<file path="src/rtl/elc_alarm.sv">
// Intrusion/lockout supervisor downstream of the lock controller: counts failed
// code attempts, raises a timed alarm, then a timed keypad lockout.
module elc_alarm #(
    parameter logic [2:0] max_errors  = 3'd3,
    parameter logic [5:0] alarm_len   = 6'd20,
    parameter logic [5:0] lockout_len = 6'd40
) (
    input  logic       clk,
    input  logic       reset,
    input  logic       unlock,
    input  logic       error,
    input  logic       ack,
    output logic       alarm,
    output logic       lockout,
    output logic       tamper,
    output logic [2:0] err_count
);

    typedef enum logic [1:0] {IDLE, ALARM, LOCKOUT} state_t;

    // Zero-length intervals behave as one cycle.
    localparam logic [5:0] alarm_load   = (alarm_len   == 6'd0) ? 6'd0 : alarm_len   - 6'd1;
    localparam logic [5:0] lockout_load = (lockout_len == 6'd0) ? 6'd0 : lockout_len - 6'd1;

    state_t     state, state_nx;
    logic [5:0] timer, timer_nx;
    logic [2:0] cnt_nx;
    logic       tamper_nx;
    logic       unlock_d, error_d;
    logic       err_rise, unl_rise;

    assign err_rise = error  & ~error_d;
    assign unl_rise = unlock & ~unlock_d;

    always_ff @(posedge clk or negedge reset) begin
        if (!reset) begin
            state     <= IDLE;
            timer     <= '0;
            err_count <= '0;
            tamper    <= 1'b0;
            unlock_d  <= 1'b0;
            error_d   <= 1'b0;
        end else begin
            state     <= state_nx;
            timer     <= timer_nx;
            err_count <= cnt_nx;
            tamper    <= tamper_nx;
            unlock_d  <= unlock;
            error_d   <= error;
        end
    end

    always_comb begin
        state_nx  = state;
        timer_nx  = timer;
        cnt_nx    = err_count;
        tamper_nx = tamper;
        case (state)
            IDLE: begin
                if (unl_rise)
                    cnt_nx = '0;
                else if (err_rise)
                    cnt_nx = err_count + 3'd1;
                if (cnt_nx == max_errors) begin
                    state_nx = ALARM;
                    timer_nx = alarm_load;
                end
                if (ack)
                    tamper_nx = 1'b0;
            end
            ALARM: begin
                if (unl_rise)
                    tamper_nx = 1'b1;
                if (ack || timer == 6'd0) begin
                    state_nx = LOCKOUT;
                    timer_nx = lockout_load;
                end else begin
                    timer_nx = timer - 6'd1;
                end
            end
            LOCKOUT: begin
                if (unl_rise)
                    tamper_nx = 1'b1;
                if (timer == 6'd0) begin
                    state_nx = IDLE;
                    cnt_nx   = '0;
                end else begin
                    timer_nx = timer - 6'd1;
                end
            end
            default: state_nx = IDLE;
        endcase
    end

    assign alarm   = (state == ALARM);
    assign lockout = (state != IDLE);

endmodule
</file>
<file path="config.mk">
export PLATFORM = sky130hd
export DESIGN_NAME = elc_alarm
export DESIGN_NICKNAME = d
export VERILOG_FILES = /design/src/rtl/elc_alarm.sv
export SDC_FILE = /design/constraint.sdc
export NUM_CORES = 1
export LEC_CHECK = 0
export ABC_AREA = 1
export CAP_MARGIN = 5
export CORE_MARGIN = 2
export CORE_UTILIZATION = 58
export DETAILED_ROUTE_END_ITERATION = 8
export GPL_TIMING_DRIVEN = 0
export PLACE_DENSITY = 0.85
export SLEW_MARGIN = 15
export SYNTH_ARGS = -nofsm -noshare
export SYNTH_HDL_FRONTEND = slang
export SYNTH_SLANG_ARGS = --single-unit
</file>
<file path="constraint.sdc">
create_clock -name clk -period 2.1 [get_ports clk]
set_clock_uncertainty 0.05 [all_clocks]
set_input_delay 0.315 -clock clk [delete_from_list [all_inputs] [get_ports clk]]
set_output_delay 0.315 -clock clk [all_outputs]
set_load 0.05 [all_outputs]
</file>
==> impl_metrics.csv, run 1 <==
group,metric,value,unit
timing,fin_crit_sh,97.2,%
synth,synth_compound_area_share,10.6,%
clocking,h-tree-depth,1,
detailed_routing,drt-total-wl,2050,um
global_route,grt_max_degree,15,
synth,syn_area,968,sq um
die,coreArea,0.00154,sq mm
critical_path,path_max_fanout,6,
clocking,cts_tree,"done",
synth,synthAdderAreaFrac,9.04,%
critical_path,cp_top_family,"buffers and inverters",
synth,synth_flop_cell,"dfrtp_1",
global_route,grt_pass1_vias,847,
detailed_routing,postRouteAntennaNets,0,
critical_path,start_kind,"flop",
clocking,path_clk_slew,90,ps
pwr,ir_drop,1.14,mV
synth,synth_xor_area_share,1.81,%
final_layout,drive_gt1_share,14.2,%
critical_path,path_buf_inv,3,
synth,synth_simple_gate_area_share,34.2,%
die,dieArea,0.00201,sq mm
global_route,antenna_found_initial,0,
synth,synth_top_family_by_area,"simple AND/OR/NAND/NOR gates",
placement,hpwlAfterDp,1480,um
timing,setup_slack,58.7,ps
synth,syn-num-nets,139,
synth,syn_inst,127,
die,top_level_ports,11,
global_route,grt-ovfl-total,0,
detailed_routing,drt_first_pass_iters,4,
final_layout,nNetsFinal,154,
clocking,insertion_delay,290,ps
synth,synth_common_cells,"nand2_1, inv_1, dfrtp_1",
pwr,powerDensity,1790,mW/mm^2
timing,rsz0062_at_grt,"no",
synth,yosysMostFrequentCell,"nand2_1",
die,start_util,62.8,%
die,die_h,44.9,um
clocking,cts_root_buf,"clkbuf_4",
final_layout,n_antenna_cell,0,
detailed_routing,vias,887,
critical_path,crit_type,"reg2out",
critical_path,slowest_stage,"dlygate4sd2_1",
synth,synth-async-reset-ratio,100,%
critical_path,timing.rr.start,"state[1]",
die,num_rows,14,
critical_path,crit_required,1740,ps
timing,slew_violations,0,
die,die_w,44.9,um
placement,io_buffers,10,
synth,synth_mux_area_share,0,%
clocking,cts_buffer_depth,2,
synth,ys_ff_latch,14,
synth,ys_types,26,
critical_path,crit_start,"state[0]",
synth,synth_enable_flop_cells,0,
synth,yosysSeqAreaShare,36.2,%
detailed_routing,detail_route.vias_per_cell,5.65,
synth,synth_area_leader_cell,"dfrtp_1",
timing,hold-worst-slack,355,ps
timing,setup_viol,0,
critical_path,crit_arrival,1680,ps
critical_path,crit_top_cell,"inv_1",
critical_path,cp_cell_sequence,"inv_1 > ha_2 > inv_1 > dlygate4sd2_1",
critical_path,crit_path_end_kind,"primary output",
timing,hold_viol_final,0,
run_status,status,"finished, final reports clean",
placement,pre_cts_slack,42.2,ps
final_layout,area_growth,16.1,%
timing,finalCriticalPeriod,2040,ps
timing,max_freq,490,MHz
critical_path,cpPeakStageDelay,530,ps
worst_hold_path,worstHoldPathType,"in2async",
final_layout,num-fill-cells,136,
timing,max_slew_margin,58.1,%
global_route,grt_util_all_layers,23.7,%
detailed_routing,wl_per_cell,13.0,um
detailed_routing,dr.first_iter.drc_count,45,
detailed_routing,post-route-drc-count,0,
run,maxCapViolCount,0,
timing,fin_tns_setup,0,ps
clocking,cts_sinks,14,
placement,place_congestion,0.938,
synth,syn_avg_cell_area,7.63,sq um
synth,synth_top_area_share,36.2,%
clocking,hold_buffers,0,
timing,tightestPinTransition,627,ps
final_layout,finalInstanceArea,0.00112,sq mm
clocking,cts_buffers,3,
synth,yosys_warnings,0,
pwr,p_leak,0.000578,uW
synth,synth_area_leaders,"dfrtp_1, nand2_1, ha_1",
placement,place_area,0.00109,sq mm
global_route,grt_first_pass_wirelength,3480,um
==> metrics by stage <==
stage / power (uW) / utilization [%] / std cells
after detailed placement: 1780 / 70.6 / 153
after global routing: 2180 / 73.0 / 157
after CTS: 1970 / 72.8 / 157
final: 2010 / 73.0 / 157
after floorplan: 1480 / - / 127
after global placement: 1750 / 70.6 / 153
==> state kept, by name (all words and copies together) (netlist names) <==
register and flops:
timer 6, error_d 1, err_count 3, unlock_d 1
tamper 1, state 2
==> cell usage in the layout, fill, tap and decap left out, drive strengths merged <==
| cell | netlist | layout |
|---|---|---|
| nand2 | 44 | 44 |
| inv | 21 | 21 |
| dfrtp | 14 | 14 |
| nand3 | 12 | 12 |
| nor2 | 10 | 10 |
| clkdlybuf4s50 | 0 | 8 |
| ha | 7 | 7 |
| clkbuf | 0 | 4 |
| o21ai | 4 | 4 |
| nand4 | 3 | 3 |
| o22ai | 2 | 2 |
| o211ai | 2 | 2 |
| dlygate4sd2 | 0 | 2 |
| a21oi | 2 | 2 |
| o31ai | 1 | 1 |
| a41oi | 1 | 1 |
| a31oi | 1 | 1 |
| xor2 | 1 | 1 |
| xnor2 | 1 | 1 |
| a21boi | 1 | 1 |
==> routing by layer <==
layer	routed length (um)	track usage, %	vias to the layer above
li1	-	-	437
met1	854	29.7	409
met2	1000	40.9	34
met3	148	3.60	7
met4	42	9.41	0
met5	0	0	-
==> worst paths after layout <==
kind / end / slack (ps) / depth (start not counted)
worst max-delay path: lockout / 60 / 4
worst min-delay path: timer[2] / 350 / 1
worst max register to register: timer[5] / 460 / 9
worst min register to register: timer[1] / 470 / 2
max in group asynchronous: unlock_d / 1240 / 1
min in group clk: unlock_d / 460 / 1
==> where the power goes <==
part           leakage [uW]  switching [uW]  internal [uW]
clock             0.0000210            94.3            106
combinational      0.000380             894            447
sequential         0.000178            91.8            377
total              0.000578            1080            929
==> what timing repair did <==
action                                  4_1_cts  5_1_grt
resized for setup                             2        1
endpoints found under the setup margin        2        1
buffers inserted                              0        0
==> worst reg2reg max path: stages (launching register included) <==
cell	delay (ps)
dfrtp_1	400
inv_1	80
ha_1	250
nor2_2	230
inv_2	70
o21ai_2	180
inv_1	110
nand2_4	100
nand2_1	50
nand2_1	60
==> layout make-up <==
type / instances / area, sq um / area share [%]
multi-input combinational: 92 / 542 / 48.2
sequential: 14 / 350 / 31.1
timing repair buffer: 10 / 97.6 / 8.68
inverter: 21 / 78.8 / 7.01
clock buffer: 4 / 36.3 / 3.23
tap: 16 / 20.0 / 1.78
==> logic make-up (layout without fill, tap and decap cells) <==
logic type               after synthesis  in the layout
adder cells (fa/ha/maj)                7              7
AO/OA/AOI/OAI                         14             14
buffers and inverters                 21             35
AND/OR/NAND/NOR                       69             69
flip-flops                            14             14
XOR/XNOR                               2              2
Note: power is estimated with default switching activity, not from simulation.
==> inputs of run 2 (changes only) <==
--- a/config.mk
+++ b/config.mk
@@ -8,10 +8,12 @@
 export ABC_AREA = 1
 export CAP_MARGIN = 5
 export CORE_MARGIN = 2
-export CORE_UTILIZATION = 58
+export CORE_UTILIZATION = 60
+export CTS_BUF_LIST = sky130_fd_sc_hd__clkbuf_4 sky130_fd_sc_hd__clkbuf_8
 export DETAILED_ROUTE_END_ITERATION = 8
 export GPL_TIMING_DRIVEN = 0
-export PLACE_DENSITY = 0.85
+export HOLD_SLACK_MARGIN = 0.1
+export PLACE_DENSITY = 0.87
 export SLEW_MARGIN = 15
 export SYNTH_ARGS = -nofsm -noshare
 export SYNTH_HDL_FRONTEND = slang
==> impl_metrics.csv, run 2 (synthesis results as in run 1) <==
group,metric,value,unit
final_layout,largest_reg_flops,6,
die,top_level_ports,11,
critical_path,start_kind,"flop",
pwr,switching_share,53.8,%
die,die_h,44.2,um
timing,slew_violations,0,
critical_path,path_buf_inv,2,
critical_path,crit_arrival,1610,ps
clocking,cts_sinks,14,
final_layout,utilization,74.3,%
critical_path,reg2reg_to,"timer[0]",
final_layout,ff_latch_area,350,sq um
die,die_w,44.2,um
final_layout,drive_gt1_share,14.2,%
timing,rsz0062_at_grt,"no",
clocking,cts_buffer_depth,2,
pwr,p_int,917,uW
timing,fin_tns_setup,0,ps
pwr,p_seq_share,23.5,%
global_route,grt_util_all_layers,26.0,%
detailed_routing,vias,862,
clocking,cts_tree,"done",
final_layout,final_cell_mix,"nand2_1, inv_1, dfrtp_1",
final_layout,largest-register,"timer",
critical_path,r2r_cells,9,
placement,hpwlAfterDp,1630,um
global_route,grt_pass1_vias,858,
detailed_routing,drt-total-wl,2050,um
pwr,p_clk_share,10.0,%
clocking,post_cts_buffers,0,
clocking,insertion_delay,290,ps
final_layout,area_growth,15.5,%
timing,tightestPinTransition,635,ps
timing,fin_crit_sh,94.1,%
global_route,grt-ovfl-total,0,
pwr,p_sw,1070,uW
detailed_routing,wl_per_cell,13.1,um
critical_path,crit_cells,3,
critical_path,cpPeakStageDelay,550,ps
pwr,combinationalPowerShare,66.5,%
timing,finalCriticalPeriod,1980,ps
pwr,powerDensity,1780,mW/mm^2
pwr,power,1990,uW
global_route,antenna_found_initial,0,
timing,setup_viol,0,
final_layout,nNetsFinal,154,
run_status,status,"finished, final reports clean",
detailed_routing,drt_first_pass_iters,4,
placement,place_congestion,0.971,
timing,max_slew_margin,57.6,%
clocking,path_clk_slew,90,ps
detailed_routing,postRouteAntennaNets,0,
critical_path,slowest_stage,"dlygate4sd2_1",
final_layout,num-fill-cells,116,
clocking,hold_buffers,0,
global_route,grt_first_pass_wirelength,3640,um
critical_path,crit_path_end_kind,"primary output",
critical_path,r2r_slack,430,ps
die,num_rows,14,
die,start_util,64.3,%
worst_hold_path,worstHoldPathType,"in2async",
critical_path,crit_type,"reg2out",
clocking,h-tree-depth,1,
critical_path,cp_top_family,"buffers and inverters",
die,coreArea,0.00151,sq mm
pwr,ir_drop,1.07,mV
global_route,grt_max_degree,15,
final_layout,top_regs,"timer: 6 flops, err_count: 3 flops, state: 2 flops",
clocking,cts_root_buf,"clkbuf_4",
global_route,grt_most_used_layer,"met2",
final_layout,multi_input_comb_area,539,sq um
global_route,gr-usage-met2,44.4,%
run,maxCapViolCount,0,
pwr,p_leak,0.000579,uW
placement,dp.cells,153,
timing,hold_viol_final,0,
detailed_routing,detail_route.vias_per_cell,5.49,
global_route,use_met3,3.67,%
detailed_routing,post-route-drc-count,0,
final_layout,final_cells,157,
placement,pre_cts_slack,57.1,ps
die,dieArea,0.00195,sq mm
placement,io_buffers,10,
critical_path,timing.rr.start,"state[1]",
timing,setup_slack,124,ps
critical_path,cp_cell_sequence,"inv_1 > ha_1 > dlygate4sd2_1",
final_layout,final_common_cell,"nand2_1",
global_route,grtUsageMet1,31.2,%
final_layout,n_antenna_cell,0,
detailed_routing,dr.first_iter.drc_count,30,
clocking,cts_buffers,3,
critical_path,path_max_fanout,5,
critical_path,crit_required,1740,ps
timing,max_freq,506,MHz
[run 2: repair_timing]
action,4_1_cts,5_1_grt
gates resized for setup,2,2
pin swaps,0,0
setup endpoints to repair,2,1
[run 2: stage by stage]
step | instance area, sq um | hold WS, ps
6_report | 1120 | 363
2_1_floorplan | 968 | -30.6
3_5_place_dp | 1090 | 445
4_1_cts | 1120 | 380
5_1_grt | 1120 | 423
3_3_place_gp | 1090 | 443
[run 2: worst register-to-register path, delay by kind of cell (launching register included)]
kind	cells	cell delay (ps)
DFF	1	410
AOI/OAI and AO/OA	1	180
buffers and inverters	3	280
and+or+nand+nor	4	450
adders and majority gates	1	240
[run 2: layout make-up]
type                            count  share of cell area, %
Sequential cell                    14                   31.3
Inverter                           21                   7.05
Timing Repair Buffer               10                   8.39
Clock buffer                        4                   3.24
Multi-Input combinational cell     92                   48.2
Tap cell                           16                   1.79
[run 2: per-layer routing]
layer / up-vias / share of wire, % / wire length (um)
met5: - / 0 / 0
met4: 0 / 2.5 / 51
met3: 6 / 3.3 / 67
met2: 27 / 53 / 1080
met1: 393 / 42 / 852
li1: 436 / - / -
[run 2: power groups by stage]
stage	combinational (uW)	clock, uW	sequential [uW]
after detailed placement	1330	0	471
after global routing	1480	210	482
after CTS	1320	201	466
final	1320	198	466
after global placement	1290	0	465
after floorplan	913	0	566
[run 2: worst max path at each step]
stage	to	from
floorplan	timer[2]	state[1]
global placement	lockout	state[0]
detailed placement	lockout	state[0]
CTS	lockout	state[1]
global route	alarm	state[1]
finish	alarm	state[1]
